## src/rtl/instr_rom_loadable_if.sv

```systemverilog
// Load and fetch ports of the loadable instruction memory.
// master = core/loader side, slave = memory side.
interface instr_rom_loadable_if #(
    parameter int DATA_W = 32,
    parameter int ADDR_W = 16
);
    logic              ld_start;
    logic              ld_valid;
    logic [DATA_W-1:0] ld_data;
    logic              ld_last;
    logic              ld_ready;
    logic              ld_done;
    logic              ld_err;
    logic [ADDR_W:0]   prog_len;
    logic              fetch_req;
    logic [ADDR_W-1:0] fetch_addr;
    logic              fetch_ready;
    logic              instr_valid;
    logic [DATA_W-1:0] instr;

    modport master (
        output ld_start, ld_valid, ld_data, ld_last, fetch_req, fetch_addr,
        input  ld_ready, ld_done, ld_err, prog_len, fetch_ready, instr_valid, instr
    );

    modport slave (
        input  ld_start, ld_valid, ld_data, ld_last, fetch_req, fetch_addr,
        output ld_ready, ld_done, ld_err, prog_len, fetch_ready, instr_valid, instr
    );
endinterface

```

## src/rtl/instr_rom_loadable.sv

```systemverilog
// Run-time loadable instruction memory: a loader FSM streams the program in,
// fetches get a registered read; anything past prog_len reads DEFAULT_INSTR.
module instr_rom_loadable #(
    parameter int                DATA_W        = 32,
    parameter int                ADDR_W        = 16,
    parameter int                DEPTH         = 64,
    parameter logic [DATA_W-1:0] DEFAULT_INSTR = DATA_W'(32'hD60003E0)
) (
    input  logic                 clk,
    input  logic                 rst_n,
    instr_rom_loadable_if.slave  bus
);
    localparam int              MW       = (DEPTH > 1) ? $clog2(DEPTH) : 1;
    localparam logic [ADDR_W:0] LAST_IDX = (ADDR_W+1)'(DEPTH - 1);
    localparam logic [ADDR_W:0] ONE      = (ADDR_W+1)'(1);

    typedef enum logic [1:0] {IDLE, LOAD, RUN} state_t;

    state_t            state_q, state_d;
    logic [ADDR_W:0]   wptr_q, wptr_d;
    logic [ADDR_W:0]   plen_q, plen_d;
    logic              done_q, done_d;
    logic              err_q, err_d;
    logic              ivld_q, ivld_d;
    logic [DATA_W-1:0] instr_q, instr_d;

    logic              beat;
    logic              ld_rdy;
    logic              fetch_rdy;
    logic              fetch_acc;
    logic              fetch_hit;
    logic [DATA_W-1:0] rd_word;

    // Array is deliberately not cleared by reset; prog_len=0 masks stale words.
    logic [DATA_W-1:0] mem [DEPTH];

    always_comb begin
        state_d = state_q;
        wptr_d  = wptr_q;
        plen_d  = plen_q;
        done_d  = 1'b0;
        err_d   = 1'b0;
        beat    = 1'b0;
        ld_rdy  = (state_q == LOAD);
        unique case (state_q)
            IDLE, RUN: begin
                if (bus.ld_start) begin
                    state_d = LOAD;
                    wptr_d  = '0;
                    plen_d  = '0;
                end
            end
            LOAD: begin
                if (bus.ld_valid) begin
                    beat   = 1'b1;
                    wptr_d = wptr_q + ONE;
                    plen_d = wptr_q + ONE;
                    if (bus.ld_last) begin
                        state_d = RUN;
                        done_d  = 1'b1;
                    end else if (wptr_q == LAST_IDX) begin
                        // Storage full before ld_last: truncate and flag it.
                        state_d = RUN;
                        done_d  = 1'b1;
                        err_d   = 1'b1;
                    end
                end
            end
            default: state_d = IDLE;
        endcase
    end

    always_comb begin
        fetch_rdy = (state_q != LOAD);
        fetch_acc = bus.fetch_req & fetch_rdy;
        // prog_len never exceeds DEPTH, so this also rejects addr >= DEPTH.
        fetch_hit = ({1'b0, bus.fetch_addr} < plen_q);
        rd_word   = mem[bus.fetch_addr[MW-1:0]];
        ivld_d    = fetch_acc;
        instr_d   = instr_q;
        if (fetch_acc) begin
            instr_d = fetch_hit ? rd_word : DEFAULT_INSTR;
        end
    end

    always_ff @(posedge clk) begin
        if (beat) begin
            mem[wptr_q[MW-1:0]] <= bus.ld_data;
        end
    end

    always_ff @(posedge clk or negedge rst_n) begin
        if (!rst_n) begin
            state_q <= IDLE;
            wptr_q  <= '0;
            plen_q  <= '0;
            done_q  <= 1'b0;
            err_q   <= 1'b0;
            ivld_q  <= 1'b0;
            instr_q <= DEFAULT_INSTR;
        end else begin
            state_q <= state_d;
            wptr_q  <= wptr_d;
            plen_q  <= plen_d;
            done_q  <= done_d;
            err_q   <= err_d;
            ivld_q  <= ivld_d;
            instr_q <= instr_d;
        end
    end

    assign bus.ld_ready    = ld_rdy;
    assign bus.ld_done     = done_q;
    assign bus.ld_err      = err_q;
    assign bus.prog_len    = plen_q;
    assign bus.fetch_ready = fetch_rdy;
    assign bus.instr_valid = ivld_q;
    assign bus.instr       = instr_q;
endmodule
```

## src/flat_wrapper.sv

```systemverilog
// flat-port wrapper written by rule: the top's interface ports become plain ports
module instr_rom_loadable_flat 
#(
    parameter int                DATA_W        = 32,
    parameter int                ADDR_W        = 16,
    parameter int                DEPTH         = 64,
    parameter logic [DATA_W-1:0] DEFAULT_INSTR = DATA_W'(32'hD60003E0)
)
  (clk, rst_n, bus_ld_start, bus_ld_valid, bus_ld_data, bus_ld_last, bus_fetch_req, bus_fetch_addr, bus_ld_ready, bus_ld_done, bus_ld_err, bus_prog_len, bus_fetch_ready, bus_instr_valid, bus_instr);
  instr_rom_loadable_if #(.DATA_W(DATA_W), .ADDR_W(ADDR_W)) bus_i ();
  input  logic clk;
  input  logic rst_n;
  input wire logic [$bits(bus_i.ld_start)-1:0] bus_ld_start;
  input wire logic [$bits(bus_i.ld_valid)-1:0] bus_ld_valid;
  input wire logic [$bits(bus_i.ld_data)-1:0] bus_ld_data;
  input wire logic [$bits(bus_i.ld_last)-1:0] bus_ld_last;
  input wire logic [$bits(bus_i.fetch_req)-1:0] bus_fetch_req;
  input wire logic [$bits(bus_i.fetch_addr)-1:0] bus_fetch_addr;
  output wire logic [$bits(bus_i.ld_ready)-1:0] bus_ld_ready;
  output wire logic [$bits(bus_i.ld_done)-1:0] bus_ld_done;
  output wire logic [$bits(bus_i.ld_err)-1:0] bus_ld_err;
  output wire logic [$bits(bus_i.prog_len)-1:0] bus_prog_len;
  output wire logic [$bits(bus_i.fetch_ready)-1:0] bus_fetch_ready;
  output wire logic [$bits(bus_i.instr_valid)-1:0] bus_instr_valid;
  output wire logic [$bits(bus_i.instr)-1:0] bus_instr;
  assign bus_i.ld_start = bus_ld_start;
  assign bus_i.ld_valid = bus_ld_valid;
  assign bus_i.ld_data = bus_ld_data;
  assign bus_i.ld_last = bus_ld_last;
  assign bus_i.fetch_req = bus_fetch_req;
  assign bus_i.fetch_addr = bus_fetch_addr;
  assign bus_ld_ready = bus_i.ld_ready;
  assign bus_ld_done = bus_i.ld_done;
  assign bus_ld_err = bus_i.ld_err;
  assign bus_prog_len = bus_i.prog_len;
  assign bus_fetch_ready = bus_i.fetch_ready;
  assign bus_instr_valid = bus_i.instr_valid;
  assign bus_instr = bus_i.instr;
  instr_rom_loadable #(.DATA_W(DATA_W), .ADDR_W(ADDR_W), .DEPTH(DEPTH), .DEFAULT_INSTR(DEFAULT_INSTR)) u_core (.clk(clk), .rst_n(rst_n), .bus(bus_i));
endmodule
```

## config.mk

```make
export PLATFORM = sky130hd
export DESIGN_NAME = instr_rom_loadable_flat
export DESIGN_NICKNAME = d
export VERILOG_FILES = /design/src/rtl/instr_rom_loadable_if.sv /design/src/rtl/instr_rom_loadable.sv /design/src/flat_wrapper.sv
export SDC_FILE = /design/constraint.sdc
export NUM_CORES = 2
export LEC_CHECK = 0
export CAP_MARGIN = 10
export CORE_ASPECT_RATIO = 0.75
export CORE_UTILIZATION = 55
export CTS_BUF_LIST = sky130_fd_sc_hd__clkbuf_4 sky130_fd_sc_hd__clkbuf_8
export CTS_CLUSTER_SIZE = 40
export DETAILED_ROUTE_END_ITERATION = 10
export GPL_TIMING_DRIVEN = 1
export PLACE_DENSITY = 0.82
export SLEW_MARGIN = 20
export SYNTH_ARGS = -nofsm -noshare
export SYNTH_HDL_FRONTEND = slang
export SYNTH_SLANG_ARGS = --single-unit
```

## constraint.sdc

```tcl
create_clock -name clk -period 5.3 [get_ports clk]
set_clock_uncertainty 0.05 [all_clocks]
set_input_delay 1.325 -clock clk [delete_from_list [all_inputs] [get_ports clk]]
set_output_delay 1.325 -clock clk [all_outputs]
set_load 0.01 [all_outputs]
```

Word-level counts from Yosys, hierarchy flattened
Memory sizes are Yosys's and may differ from the RTL's.
Cells that the tools add are included.
{ "word_totals": {"ff_bits": 54, "memories": 1, "elab_cells": 42, "out_inout_bits": 54, "mem_bits_rw": 2048} }
{ "op_classes": {"magnitude_cmp": 1, "n_eq_ne": 7, "reduce_logical": 5, "muxes": 20, "addsub": 1, "bitwise_logic": 1} }
{ "memory_table": {"columns": ["memory", "words", "width", "rd", "rd_ports_with_merged_regs", "wr", "line_no", "source"], "rows": [
  ["u_core.mem", 64, 32, 1, 0, 1, "instr_rom_loadable.sv:35", "logic [DATA_W-1:0] mem [DEPTH];"]
]} }
{ "ops": {"columns": ["op", "n"], "rows": [
  ["$mux W17", 2],
  ["$pmux W17 S2", 1],
  ["$mux W32", 1],
  ["$add A17 B1 Y17 const B", 1],
  ["$eq A17 B6 Y1 const B", 1],
  ["$lt A16 B17 Y1", 1],
  ["$mux W1", 11],
  ["$mux W2", 4],
  ["$reduce_and A3 Y1", 2],
  ["$ne A2 B2 Y1 const B", 2],
  ["$pmux W2 S2", 1],
  ["$ne A3 B2 Y1 const B", 1],
  ["$eq A2 B1 Y1 const B", 1],
  ["$eq A2 B2 Y1 const B", 1],
  ["$logic_not A2 Y1", 1],
  ["$ne A2 B1 Y1 const B", 1],
  ["$reduce_bool A2 Y1", 1],
  ["$reduce_or A2 Y1", 1],
  ["$and A1 B1 Y1", 1]
]} }

Longest topological paths before layout
{ "depth": {"depth_word": 5, "ltp_mapped": 11} }

Worst setup path after synthesis
OpenSTA, ideal clock, no wires.
{ "synth_timing": {"path_type": "input to register", "startpoint": "in bus_ld_valid", "endpoint": "mem u_core.mem[40][0] (enable)", "arrival_ns": 4.352, "n_path_buf": 1, "t_required_ns": 4.789, "stages": 5, "path_slack_ns": 0.437, "setup_time_ns": 0.461, "path_cell_list": "and3b_1 > clkbuf_1 > nor2b_1 > nand2_1 > nor3_1"} }
{ "synth_via": {"elab_chain_len": 4} }
{ "synth_rtl": {"columns": ["item", "line_no", "source"], "rows": [
  ["from (decl)", "flat_wrapper.sv:14", "input wire logic [$bits(bus_i.ld_valid)-1:0] bus_ld_valid;"],
  ["$mux W1", "instr_rom_loadable.sv:54", "if (bus.ld_valid) begin"],
  ["$mux W1", "instr_rom_loadable.sv:45", "unique case (state_q)"],
  ["$mux W1", "instr_rom_loadable.sv:87", "if (beat) begin"],
  ["$mux W1 (not written as such)", "instr_rom_loadable.sv:88", "mem[wptr_q[MW-1:0]] <= bus.ld_data;"],
  ["to (decl)", "instr_rom_loadable.sv:35", null]
]} }
No other way between the ends.

Worst setup path in the final report
{ "layout_timing": {"startpoint": "in bus_fetch_addr[2]", "endpoint": "reg u_core.instr_q[16], in the netlist u_core.bus.instr[16]"} }
{ "layout_via": {"elab_chain_len": 2, "word_cells_on_any_way": 3, "cone_classes": "1 x order compare; 1 x mux; 1 x memory"} }
{ "layout_rtl": {"columns": ["item", "line_no", "source"], "rows": [
  ["from (decl)", "flat_wrapper.sv:18", "input wire logic [$bits(bus_i.fetch_addr)-1:0] bus_fetch_addr;"],
  ["$lt A16 B17 Y1 or $mem_v2 Z64 W32 (tied branches)", null, null],
  ["$mux W32 *", "instr_rom_loadable.sv:82", "instr_d = fetch_hit ? rd_word : DEFAULT_INSTR;"],
  ["to (signal assigned)", "instr_rom_loadable.sv:108", "instr_q <= instr_d;"],
  ["to (decl)", "instr_rom_loadable.sv:25", "logic [DATA_W-1:0] instr_q, instr_d;"]
]} }
Mark *: on every way between the ends. The rest lies on a longest branch, timed or not.
A chain may end at the register's enable or synchronous reset.

==> summary.txt <==
Layout area overhead = 13.19%
Area of the multi-input gates = 17730 sq um
Hold Buf Count CTS = 0
Syn Nets = 3998
Cell family with most CP delay = simple AND/OR/NAND/NOR gates
Initial drt markers = 7939
Fin crit period = 3.717 ns
Critical Path, Cell by Cell = buf_8, nor2b_1, buf_4, a22o_1, a21oi_1, a22o_1, nor3_1, a22o_1
Cell variety after synth = 68
M1 GR Usage = 41.40%
Cell count along the critical path = 8
Post-synth top cells = edfxtp_1, mux4_2, mux2i_1
CP endpoint kind = register
Hold Crit Class = input pin to async pin
Clock power frac = 37.6%
Antenna violations before repair = 15
Int Pwr = 25870 uW
TritonCTS clock tree = done
RSZ-0062 raised after global routing = false
CTS Buf Count = 313
Vias/cell = 6.846
Synth top area share = 75.51%
Setup Buffers After CTS = 0
Leakage = 0.02981 uW
Worst setup SP type = input pin
Pins Over Slew Limit = 0
CTS sink count = 2102
Number of global-route vias before repair = 43619
Clk buf depth = 4
Sequential share of the synthesized area = 77.18%
Synth Instances = 3928
Syn Std Cell Area = 81450 sq um
NetSw = 7852 uW
Share of flip-flops with an asynchronous set or reset = 2.569%
Reg clk slew, reported paths = 0.07 ns
Vias = 44979
M3 GR Usage = 9.856%
Largest net degree at the start of global routing = 72
Max-cap violations = 0
Arrival time worst endpoint = 4.64 ns
Routed WL = 225800 um
Pwr Density = 365.8 nW/um^2
Post-Route Utilization = 63.10%
EDFF count, synth = 2048
Post-CTS sizing = 0
Fin Setup TNS = 0 ns
# rows = 121
Ys Warns = 0
Worst-Skew Late Latency = 1.04 ns
Worst-Margin Slew = 1.231 ns
CP max FO = 70
Most common cell in the synthesized netlist = edfxtp_1
Critical Path Most Common Cell = a22o_1
Fin. Hold Viols = 0
M2 GR Usage = 44.67%
Routed Antenna Nets = 0
TritonRoute pass-1 iters = 7
Post-Syn Area per Cell = 20.74 sq um
Largest area contributor in the netlist = edfxtp_1
Critical path class = input pin to register
Fin crit share = 70.13%
Status = complete, no violations
CTS HTree Levels = 5
Top_reg_cell synth = edfxtp_1
Req. time, crit path = 6.23 ns
Residual DRC = 0
Slowest cell on the critical path = nor2b_1
Grt ovf = 0
# fillers = 9216
GPL Wtd Cong = 0.9534
I/O pins = 108
Buf/Inv on CP = 2
Ratio of cells with drive above 1 in the final layout = 26.75%
First-pass GRT wire length = 316600 um
Core area = 146100 sq um
FMAX = 269.0 MHz
Root Driver = clkbuf_8
Nets = 4445
Initial core utilization = 55.75%
Synth Register Bits = 2102
Hpwl dp = 140400 um
Peak VDD IR = 0.2905 mV
Sequential Power Share = 55.3%
Register-to-Register Path Depth = 8
Count of final setup violators = 0
Die H = 335.3 um
Critical Path Max Stage Delay = 1.02 ns
Logic gate share of total power = 7.2%
Die span in x = 446.4 um
Port bufs = 107
Gr busiest metal = met2
Die area = 149600 sq um
Sequential cell area = 62860 sq um
Area contributors post-synth = edfxtp_1, mux4_2, mux2i_1
Wirelength per Cell = 34.37 um
Switching Share = 23.28%
Tot GR Track Use = 30.20%
Max-slew headroom = 17.61%
cells in the final DEF (no fill, tap or decap), types with 20 or more instances in the layout:
cell             synthesis  layout
a22oi_1                108     108
o22ai_1                 32      32
dfrtp_1                 44      44
mux4_2                 382     382
buf_2                   83      28
o21ai_0                 23      23
nand4_1                 40      40
clkinv_2                 0      25
inv_1                   20      20
buf_12                   5      41
nor3_1                  32      30
a211oi_1                33      33
nand3_1                 59      59
nand2_1                152     151
buf_4                   25     201
clkdlybuf4s50_1          0      68
a21oi_1                 52      52
clkinv_1                 1      69
a221oi_1                24      24
mux2_2                  22      22
nor2_1                 141      76
clkbuf_8                 0     332
mux2i_1                272     272
nor2_4                   0      63
edfxtp_1              2048    2048
clkbuf_4                 0      97
worst reg2reg max path: stages, from the launching register on:
cell and delay, ns:
dfrtp_1 0.66, inv_1 0.22, ha_1 0.35, a21oi_1 0.12, o21ai_0 0.11, a31oi_1 0.22, o21ai_1 0.22, or2_2 0.58
a2111oi_0 0.59
final timing paths:
check	endpoint	slack [ns]	from
worst max-delay path	u_core.bus.instr[16]	1.58	bus_fetch_addr[2]
min in group clk	u_core.state_q[1]	0.47	u_core.state_q[0]
worst min register to register	u_core.state_q[1]	0.47	u_core.state_q[0]
worst min-delay path	u_core.wptr_q[9]	0.41	rst_n
max in group asynchronous	u_core.bus.instr[3]	4.10	rst_n
worst max register to register	u_core.bus.instr[0]	2.05	u_core.wptr_q[2]
power by group through the flow:
stage / clock network, uW / logic, uW / registers (uW)
2_1_floorplan: 0 / 1130 / 18900
3_3_place_gp: 0 / 2280 / 19000
3_5_place_dp: 0 / 2340 / 19000
4_1_cts: 12700 / 2350 / 18600
5_1_grt: 13400 / 2470 / 18600
6_report: 12700 / 2410 / 18600
cells by family after synthesis:
group	Yosys count	synth area share, %
XOR/XNOR	13	0.1398
buffers and inverters	231	1.674
multiplexers	688	14.58
flip-flops	2102	77.18
AO/OA/AOI/OAI	375	3.315
AND/OR/NAND/NOR	503	2.866
adder cells (fa/ha/maj)	16	0.2458
per-layer routing:
layer,share of wire (%),vias to the layer above
li1,-,17299
met5,0.034,-
met1,35,22720
met4,4.8,10
met3,15,706
met2,45,4244
final cells by class:
| cell class | instances | share of cell area (%) |
|---|---|---|
| repair buffers | 341 | 3.466 |
| inverters | 22 | 0.08958 |
| multi-input cells | 1595 | 19.23 |
| diodes | 8 | 0.02172 |
| flip-flops and latches | 2102 | 68.19 |
| clock inverters | 105 | 0.5850 |
| well taps | 1968 | 2.671 |
| clock buffers | 429 | 5.746 |
stage by stage:
stage / cell area [sq um] / power, uW / std cells / hold WS, ns / setup WS, ns
4_1_cts: 92140 / 33680 / 6561 / 0.3699 / 1.547
5_1_grt: 92170 / 34480 / 6564 / 0.4252 / 1.550
2_1_floorplan: 81450 / 20030 / 3928 / 0.4136 / 0.4366
6_report: 92190 / 33730 / 6570 / 0.4053 / 1.583
3_5_place_dp: 86300 / 21340 / 6027 / 0.4509 / 0.8290
3_3_place_gp: 86300 / 21270 / 6027 / 0.4317 / 0.8611
sequential cells by signal, indices dropped and copies added, names as in the netlist:
name                    count
u_core.mem               2048
u_core.bus.instr           32
u_core.wptr_q              17
u_core.state_q              2
u_core.bus.instr_valid      1
u_core.bus.ld_done          1
u_core.bus.ld_err           1
No activity file was read; power rests on OpenSTA's default activity.
